File: src/rtl/systolic_sched.sv
// Tile sequencer for the weight-stationary systolic array: weight load, bank switch,
// skewed activation streaming, per-column output valids and tile completion.
module systolic_sched #(
    parameter int SYS_ROWS = 4,
    parameter int SYS_COLS = 4,
    parameter int AW       = 10,
    parameter int NW       = 16,
    parameter int OUT_LAT  = SYS_ROWS + 1
) (
    input  logic                clk,
    input  logic                rst,
    input  logic                cmd_valid,
    output logic                cmd_ready,
    input  logic [NW-1:0]       cmd_nvec,
    input  logic [AW-1:0]       cmd_waddr,
    input  logic [AW-1:0]       cmd_aaddr,
    output logic                w_rd_en,
    output logic [AW-1:0]       w_rd_addr,
    output logic                a_rd_en,
    output logic [AW-1:0]       a_rd_addr,
    output logic [SYS_COLS-1:0] wfetch,
    output logic                switch,
    output logic [SYS_ROWS-1:0] if_en,
    output logic [SYS_COLS-1:0] of_valid,
    output logic                busy,
    output logic                done
);

    localparam int L = OUT_LAT + SYS_COLS - 1;

    typedef enum logic [2:0] {IDLE, WLOAD, WWAIT, SWITCH, STREAM, DRAIN, DONE} state_t;

    state_t        state;
    logic [NW-1:0] cnt;
    logic [NW-1:0] nvec;
    logic [AW-1:0] waddr;
    logic [AW-1:0] aaddr;
    logic [L:1]    dly;
    logic          wf;
    logic          accept;
    logic          drained;

    assign accept = (state == IDLE) && cmd_valid && cmd_ready;

    // Judged two stages early so that done lands on the first cycle the lines read all-zero.
    assign drained = !a_rd_en && (dly[L-2:1] == '0);

    always_ff @(posedge clk or negedge rst) begin
        if (!rst) begin
            state     <= IDLE;
            cnt       <= '0;
            nvec      <= '0;
            waddr     <= '0;
            aaddr     <= '0;
            cmd_ready <= 1'b1;
            busy      <= 1'b0;
            w_rd_en   <= 1'b0;
            w_rd_addr <= '0;
            a_rd_en   <= 1'b0;
            a_rd_addr <= '0;
            switch    <= 1'b0;
            done      <= 1'b0;
        end else begin
            w_rd_en   <= 1'b0;
            a_rd_en   <= 1'b0;
            switch    <= 1'b0;
            done      <= 1'b0;
            cmd_ready <= (state == IDLE) && !accept;
            busy      <= !((state == IDLE) && !accept);
            case (state)
                IDLE: begin
                    if (accept) begin
                        nvec  <= cmd_nvec;
                        waddr <= cmd_waddr;
                        aaddr <= cmd_aaddr;
                        cnt   <= '0;
                        state <= WLOAD;
                    end
                end
                WLOAD: begin
                    w_rd_en   <= 1'b1;
                    w_rd_addr <= waddr + AW'(cnt);
                    if (cnt == NW'(SYS_ROWS - 1)) begin
                        state <= WWAIT;
                    end else begin
                        cnt <= cnt + NW'(1);
                    end
                end
                WWAIT: state <= SWITCH;
                SWITCH: begin
                    switch <= 1'b1;
                    cnt    <= '0;
                    state  <= (nvec != '0) ? STREAM : DRAIN;
                end
                STREAM: begin
                    a_rd_en   <= 1'b1;
                    a_rd_addr <= aaddr + AW'(cnt);
                    if (cnt == nvec - NW'(1)) begin
                        state <= DRAIN;
                    end else begin
                        cnt <= cnt + NW'(1);
                    end
                end
                DRAIN: if (drained) state <= DONE;
                DONE: begin
                    done  <= 1'b1;
                    state <= IDLE;
                end
                default: state <= IDLE;
            endcase
        end
    end

    always_ff @(posedge clk or negedge rst) begin
        if (!rst) begin
            dly <= '0;
            wf  <= 1'b0;
        end else begin
            dly <= {dly[L-1:1], a_rd_en};
            wf  <= w_rd_en;
        end
    end

    always_comb begin
        wfetch   = {SYS_COLS{wf}};
        if_en    = '0;
        of_valid = '0;
        for (int unsigned r = 0; r < SYS_ROWS; r++) if_en[r] = dly[r + 1];
        for (int unsigned c = 0; c < SYS_COLS; c++) of_valid[c] = dly[OUT_LAT + c];
    end

endmodule

File: config.mk
export PLATFORM = sky130hd
export DESIGN_NAME = systolic_sched
export DESIGN_NICKNAME = d
export VERILOG_FILES = /design/src/rtl/systolic_sched.sv
export SDC_FILE = /design/constraint.sdc
export NUM_CORES = 1
export LEC_CHECK = 0
export BUFFER_PORTS_ARGS = -buffer_cell sky130_fd_sc_hd__buf_2
export CORE_ASPECT_RATIO = 2
export CORE_MARGIN = 8
export CORE_UTILIZATION = 58
export CTS_BUF_LIST = sky130_fd_sc_hd__clkbuf_16
export DETAILED_ROUTE_END_ITERATION = 8
export GPL_TIMING_DRIVEN = 0
export PLACE_DENSITY = 0.85
export REMOVE_ABC_BUFFERS = 1
export SETUP_SLACK_MARGIN = 0.15
export SLEW_MARGIN = 10
export SYNTH_ARGS = -nofsm -noshare
export SYNTH_HDL_FRONTEND = slang
export SYNTH_SLANG_ARGS = --single-unit
File: constraint.sdc
create_clock -name clk -period 3.6 [get_ports clk]
set_input_delay 0.36 -clock clk [delete_from_list [all_inputs] [get_ports clk]]
set_output_delay 0.36 -clock clk [all_outputs]
set_load 0.03 [all_outputs]
==> impl_metrics.yaml, run 1 <==
floorplanning:
  die_x_microns: 82.8
  initial_utilization: 0.587
  rows: 49
  die_y_microns: 150
  pin_count: 77
  core-area_sq_um: 8830
  dieArea_sq_um: 12400
timing:
  slew_headroom: 0.249
  finalCriticalPeriod_ns: 3.24
  hold_ws_ns: 0.225
  maxSlewViolCount: 0
  min_period_over_period: 0.900
  worst_slack_ns: 0.361
  clock_skew_ns: 0.00704
  setup_viol: 0
  tightest_slew_ns: 1.12
  rsz0062_at_grt: "false"
  max_freq_ghz: 0.309
  hold_viol: 0
routing:
  wl_met3_microns: 843
  wl_met1_microns: 4730
  drtAntennaViolNets: 0
  wl_per_cell_microns: 17.4
  vias: 4244
  drc_errors: 0
  via_per_inst: 6.20
  drt_iter0_markers: 312
  met2_wirelength_microns: 6080
  dr.pass1.iters: 7
  totalWireLength_microns: 11900
  highest_layer: "met4"
synth:
  syn_inst: 521
  synth-edff-count: 0
  ys_ff_latch: 90
  ys_warn_count: 0
  avgSynthCellArea_sq_um: 9.94
  syn_area_sq_um: 5180
  ys.flop_type: "dfrtp_1"
  synth_cell_type_count: 57
  async_flop_share: 1.00
  yosysSeqAreaShare: 0.435
clocking:
  clk_pin_slew_ns: 0.06
  cts_buffers: 9
  htreeDepth: 3
  clock_latency_ns: 0.34
  clock-sinks: 90
  clock-root-buffer: "clkbuf_16"
  clock_path_buffers: 2
  cts_tree: "done"
critical_path:
  cp.arrival_ns: 3.46
  start_kind: "register"
  crit_fanout: 17
  slowest_delay_ns: 0.59
  criticalPathCategory: "reg -> reg"
  cp_top_family: "simple AND/OR/NAND/NOR gates"
  path_cells: "or4_4 > or3_1 > a2111o_1 > a2111oi_0 > and4b_2 > buf_4 > a41oi_1 > o41ai_1"
  end_kind: "register"
  worst-path-buf-inv: 1
  slowest_stage: "or4_4"
  required_ns: 3.82
pwr:
  peakVddDrop_mv: 0.492
  intPower_mw: 2.89
  finalPower_mw: 5.04
  netSwitchingFraction: 0.427
  p_seq_frac: 0.356
  power_density_nw_per_um2: 850
  switchingPower_mw: 2.16
  p_leak_nw: 2.73
  comb_power_share: 0.455
  power.share.clock: 0.190
finish:
  antenna_cells: 0
  drive_gt1_frac: 0.256
  final_cell_mix: "dfrtp_1 (89), buf_2 (76), nand2_1 (57), mux2_2 (31), nor2_1 (30)"
  syn2layout_area_growth_pct: 14.6
  final_common_cell: "dfrtp_1"
  fillers: 695
  fin_nets: 638
global_routing:
  grt_pass1_wl_microns: 20000
  grt_max_degree: 66
  track_usage: 0.192
  grt_pass1_vias: 4232
  antenna_found_initial: 0
  grt_overflow: 0
placement:
  port_buffers: 76
  gp_congestion: 0.852
  dpl_worst_slack_ns: -0.525
  dpl.hpwl_microns: 8520
status:
  run_status: "completed"
hold_path:
  hold_class: "in -> reg"
job:
  maxCapViolCount: 0
## worst min-delay path: stages
cell	delay [ns]
buf_2	0.07
nand2_1	0.03
o21ai_0	0.05
## kinds of logic after synthesis
logic type / after synthesis / share of synthesized area
compound gates: 119 / 0.174
xor+xnor: 34 / 0.0575
buf+inv: 60 / 0.0519
flops: 90 / 0.435
simple gates: 164 / 0.156
mux: 31 / 0.0674
fa+ha+maj: 23 / 0.0580
## cells in the mapped netlist, types with 5 or more instances
| cell | n | area share |
|---|---|---|
| o31ai_1 | 5 | 0.0072 |
| buf_4 | 5 | 0.0072 |
| nor4_1 | 9 | 0.011 |
| clkbuf_1 | 30 | 0.022 |
| o41ai_2 | 5 | 0.016 |
| xnor2_1 | 16 | 0.027 |
| nor3b_1 | 7 | 0.010 |
| inv_1 | 19 | 0.014 |
| and3_1 | 6 | 0.0072 |
| xor2_1 | 18 | 0.030 |
| nor2_1 | 31 | 0.022 |
| a41oi_1 | 16 | 0.027 |
| dfrtp_1 | 89 | 0.43 |
| o21ai_0 | 29 | 0.028 |
| o41ai_1 | 8 | 0.014 |
| o21a_1 | 8 | 0.012 |
| a211oi_1 | 5 | 0.0072 |
| nor3_1 | 10 | 0.0097 |
| nand2_1 | 57 | 0.041 |
| mux2_2 | 31 | 0.067 |
| a21boi_0 | 9 | 0.013 |
| a21o_1 | 5 | 0.0072 |
| nand3_1 | 17 | 0.016 |
| ha_1 | 20 | 0.048 |
| a21oi_1 | 7 | 0.0068 |
| nand4_1 | 5 | 0.0060 |
## sequential cells by signal, indices dropped and copies added, names as in the netlist, 3 cells and up
register and count:
cnt 16, nvec 16, a_rd_addr 10, aaddr 10
w_rd_addr 10, waddr 10, dly 8, state 3
## power groups by stage
stage | Clock [mW] | Combinational [mW] | Sequential, mW
after floorplan | 0 | 1.34 | 2.05
after global placement | 0 | 2.16 | 1.78
after detailed placement | 0 | 2.26 | 1.80
after CTS | 0.978 | 2.29 | 1.79
after global routing | 1.02 | 2.54 | 1.85
final | 0.958 | 2.29 | 1.79
## timing repair
action                     in CTS  in global routing
hold buffers                    1                  0
hold endpoints to repair       24                  0
pin swaps                       1                  0
gates resized for setup         4                  3
setup endpoints to repair      16                 11
buffers inserted                1                  0
## per-stage QoR
stage	cells	setup TNS [ns]	utilization	area (sq um)
6_report	684	0	0.672	5930
5_1_grt	684	0	0.672	5930
4_1_cts	684	0	0.670	5910
2_1_floorplan	480	-45.15	-	4980
3_5_place_dp	666	-7.53	0.632	5580
3_3_place_gp	658	-135.31	0.622	5490
## metal layers
layer | vias up | track usage
met5 | - | 0
met4 | 0 | 0.0761
met3 | 25 | 0.0567
met2 | 169 | 0.329
met1 | 2046 | 0.219
li1 | 2004 | -
## path summary, 6_finish.rpt
check,startpoint,to,slack [ns],depth (start not counted)
worst min-delay path,cmd_nvec[0],nvec[0],0.23,3
worst max register to register,nvec[9],cnt[11],0.36,8
max in group asynchronous,rst,waddr[3],2.49,3
worst min register to register,w_rd_en,wf,0.37,0
min in group asynchronous,rst,busy,0.48,2
worst max-delay path,nvec[9],cnt[11],0.36,8
## cell type report
cell class / instances / area, sq um / share of cell area
Multi-Input combinational cell: 371 / 2700 / 0.455
Sequential cell: 90 / 2250 / 0.380
Timing Repair Buffer: 86 / 478 / 0.0806
Clock buffer: 9 / 225 / 0.0380
Tap cell: 102 / 128 / 0.0215
Clock inverter: 7 / 78.8 / 0.0133
Inverter: 19 / 71.3 / 0.0120
No activity file was read; power rests on OpenSTA's default activity.
==> inputs of run 2 (changes only) <==
Settings changed: MAX_ROUTING_LAYER set to met4.
==> impl_metrics.yaml, run 2 (synthesis results as in run 1) <==
status:
  run_status: "completed"
critical_path:
  required_ns: 3.82
  rr_worst_depth: 8
  cp.arrival_ns: 3.47
  criticalPathCategory: "reg -> reg"
  crit_fanout: 17
  start_kind: "register"
  end_kind: "register"
floorplanning:
  core-area_sq_um: 8830
  dieArea_sq_um: 12400
  pin_count: 77
  die_y_microns: 150
  die_x_microns: 82.8
  rows: 49
  initial_utilization: 0.587
finish:
  regArea_sq_um: 2250
  final_cell_mix: "dfrtp_1 (89), buf_2 (76), nand2_1 (57), mux2_2 (31), nor2_1 (30)"
  fillers: 695
  antenna_cells: 0
  multi_input_area_sq_um: 2700
  final_common_cell: "dfrtp_1"
  drive_gt1_frac: 0.256
  fin_area_sq_um: 5930
  reg_top3: "cnt: 16 flops, nvec: 16 flops"
  syn2layout_area_growth_pct: 14.6
  fin_nets: 638
pwr:
  power_density_nw_per_um2: 851
  comb_power_share: 0.455
  p_seq_frac: 0.355
  finalPower_mw: 5.05
  intPower_mw: 2.89
  switchingPower_mw: 2.16
  peakVddDrop_mv: 0.496
  p_leak_nw: 2.73
  power.share.clock: 0.190
  netSwitchingFraction: 0.428
global_routing:
  grt_max_degree: 66
  busiest_layer: "met2"
  grt.met2_usage: 0.329
  grt_overflow: 0
  track_usage: 0.199
  grt_pass1_wl_microns: 20000
  use_met3: 0.0518
  met1_usage: 0.223
  grt_pass1_vias: 4228
  antenna_found_initial: 0
job:
  maxCapViolCount: 0
clocking:
  htreeDepth: 3
  clock_path_buffers: 2
  clock_latency_ns: 0.34
  clock-sinks: 90
  cts_buffers: 9
  clk_pin_slew_ns: 0.06
  clock-root-buffer: "clkbuf_16"
  cts_tree: "done"
timing:
  hold_viol: 0
  clock_skew_ns: 0.00798
  maxSlewViolCount: 0
  setup_viol: 0
  rsz0062_at_grt: "false"
  max_freq_ghz: 0.308
  tightest_slew_ns: 1.12
  worst_slack_ns: 0.348
  min_period_over_period: 0.903
  finalCriticalPeriod_ns: 3.25
  slew_headroom: 0.249
  setup_tns_ns: 0
routing:
  totalWireLength_microns: 12000
  vias: 4273
  wl_per_cell_microns: 17.5
  drt_iter0_markers: 304
  drtAntennaViolNets: 0
  drc_errors: 0
  via_per_inst: 6.25
  dr.pass1.iters: 5
placement:
  place_area_sq_um: 5580
  dpl_worst_slack_ns: -0.525
  gp_congestion: 0.865
  dpl.hpwl_microns: 8520
  port_buffers: 76
hold_path:
  whs_path_depth: 3
  hold_class: "in -> reg"
run 2: cell counts in the layout (fill, tap and decap cells not counted):
Identical to the previous run, type by type.
run 2: power by group through the flow:
stage | Clock, mW | Combinational (mW) | Sequential, mW
floorplan | 0 | 1.34 | 2.05
finish | 0.960 | 2.30 | 1.79
detailed placement | 0 | 2.26 | 1.80
global route | 1.02 | 2.54 | 1.85
global placement | 0 | 2.16 | 1.78
CTS | 0.978 | 2.29 | 1.79
run 2: cell type report:
type	instances	share of cell area
tap	102	0.0215
inverter	19	0.0120
multi-input combinational	371	0.455
clock buffer	9	0.0380
clock inverter	7	0.0133
sequential	90	0.380
timing repair buffer	86	0.0806
run 2: path summary, 6_finish.rpt:
path                       slack (ns)      endpoint         from
max                              0.35       cnt[11]      nvec[9]
min                              0.23       nvec[0]  cmd_nvec[0]
max reg2reg                      0.35       cnt[11]      nvec[9]
min reg2reg                      0.37            wf      w_rd_en
max in group asynchronous        2.49  w_rd_addr[7]          rst
min in group asynchronous        0.48          busy          rst
run 2: timing repair:
| action | in CTS | in global routing |
|---|---|---|
| hold buffers | 1 | 0 |
| endpoints found under the setup margin | 16 | 11 |
| pin swaps | 1 | 0 |
| setup buffers | 1 | 0 |
| gates resized for setup | 4 | 3 |
| hold endpoints to repair | 24 | 0 |
run 2: routing by layer:
metal	vias up	wire length, microns
li1	2007	-
met1	2056	4870
met2	186	6090
met3	24	783
met4	0	226
met5	-	0
run 2: worst max-delay path, stage by stage (launching register included):
cell,delay [ns]
dfrtp_1,0.47
or4_4,0.59
or3_1,0.35
a2111o_1,0.42
a2111oi_0,0.44
and4b_2,0.33
buf_4,0.25
a41oi_1,0.15
o41ai_1,0.13
run 2: stage by stage:
| stage | utilization | instances | hold slack, ns |
|---|---|---|---|
| finish | 0.672 | 684 | 0.225 |
| global route | 0.672 | 684 | 0.236 |
| CTS | 0.670 | 684 | 0.224 |
| detailed placement | 0.632 | 666 | 0.299 |
| global placement | 0.622 | 658 | 0.353 |
| floorplan | - | 480 | 0.0644 |
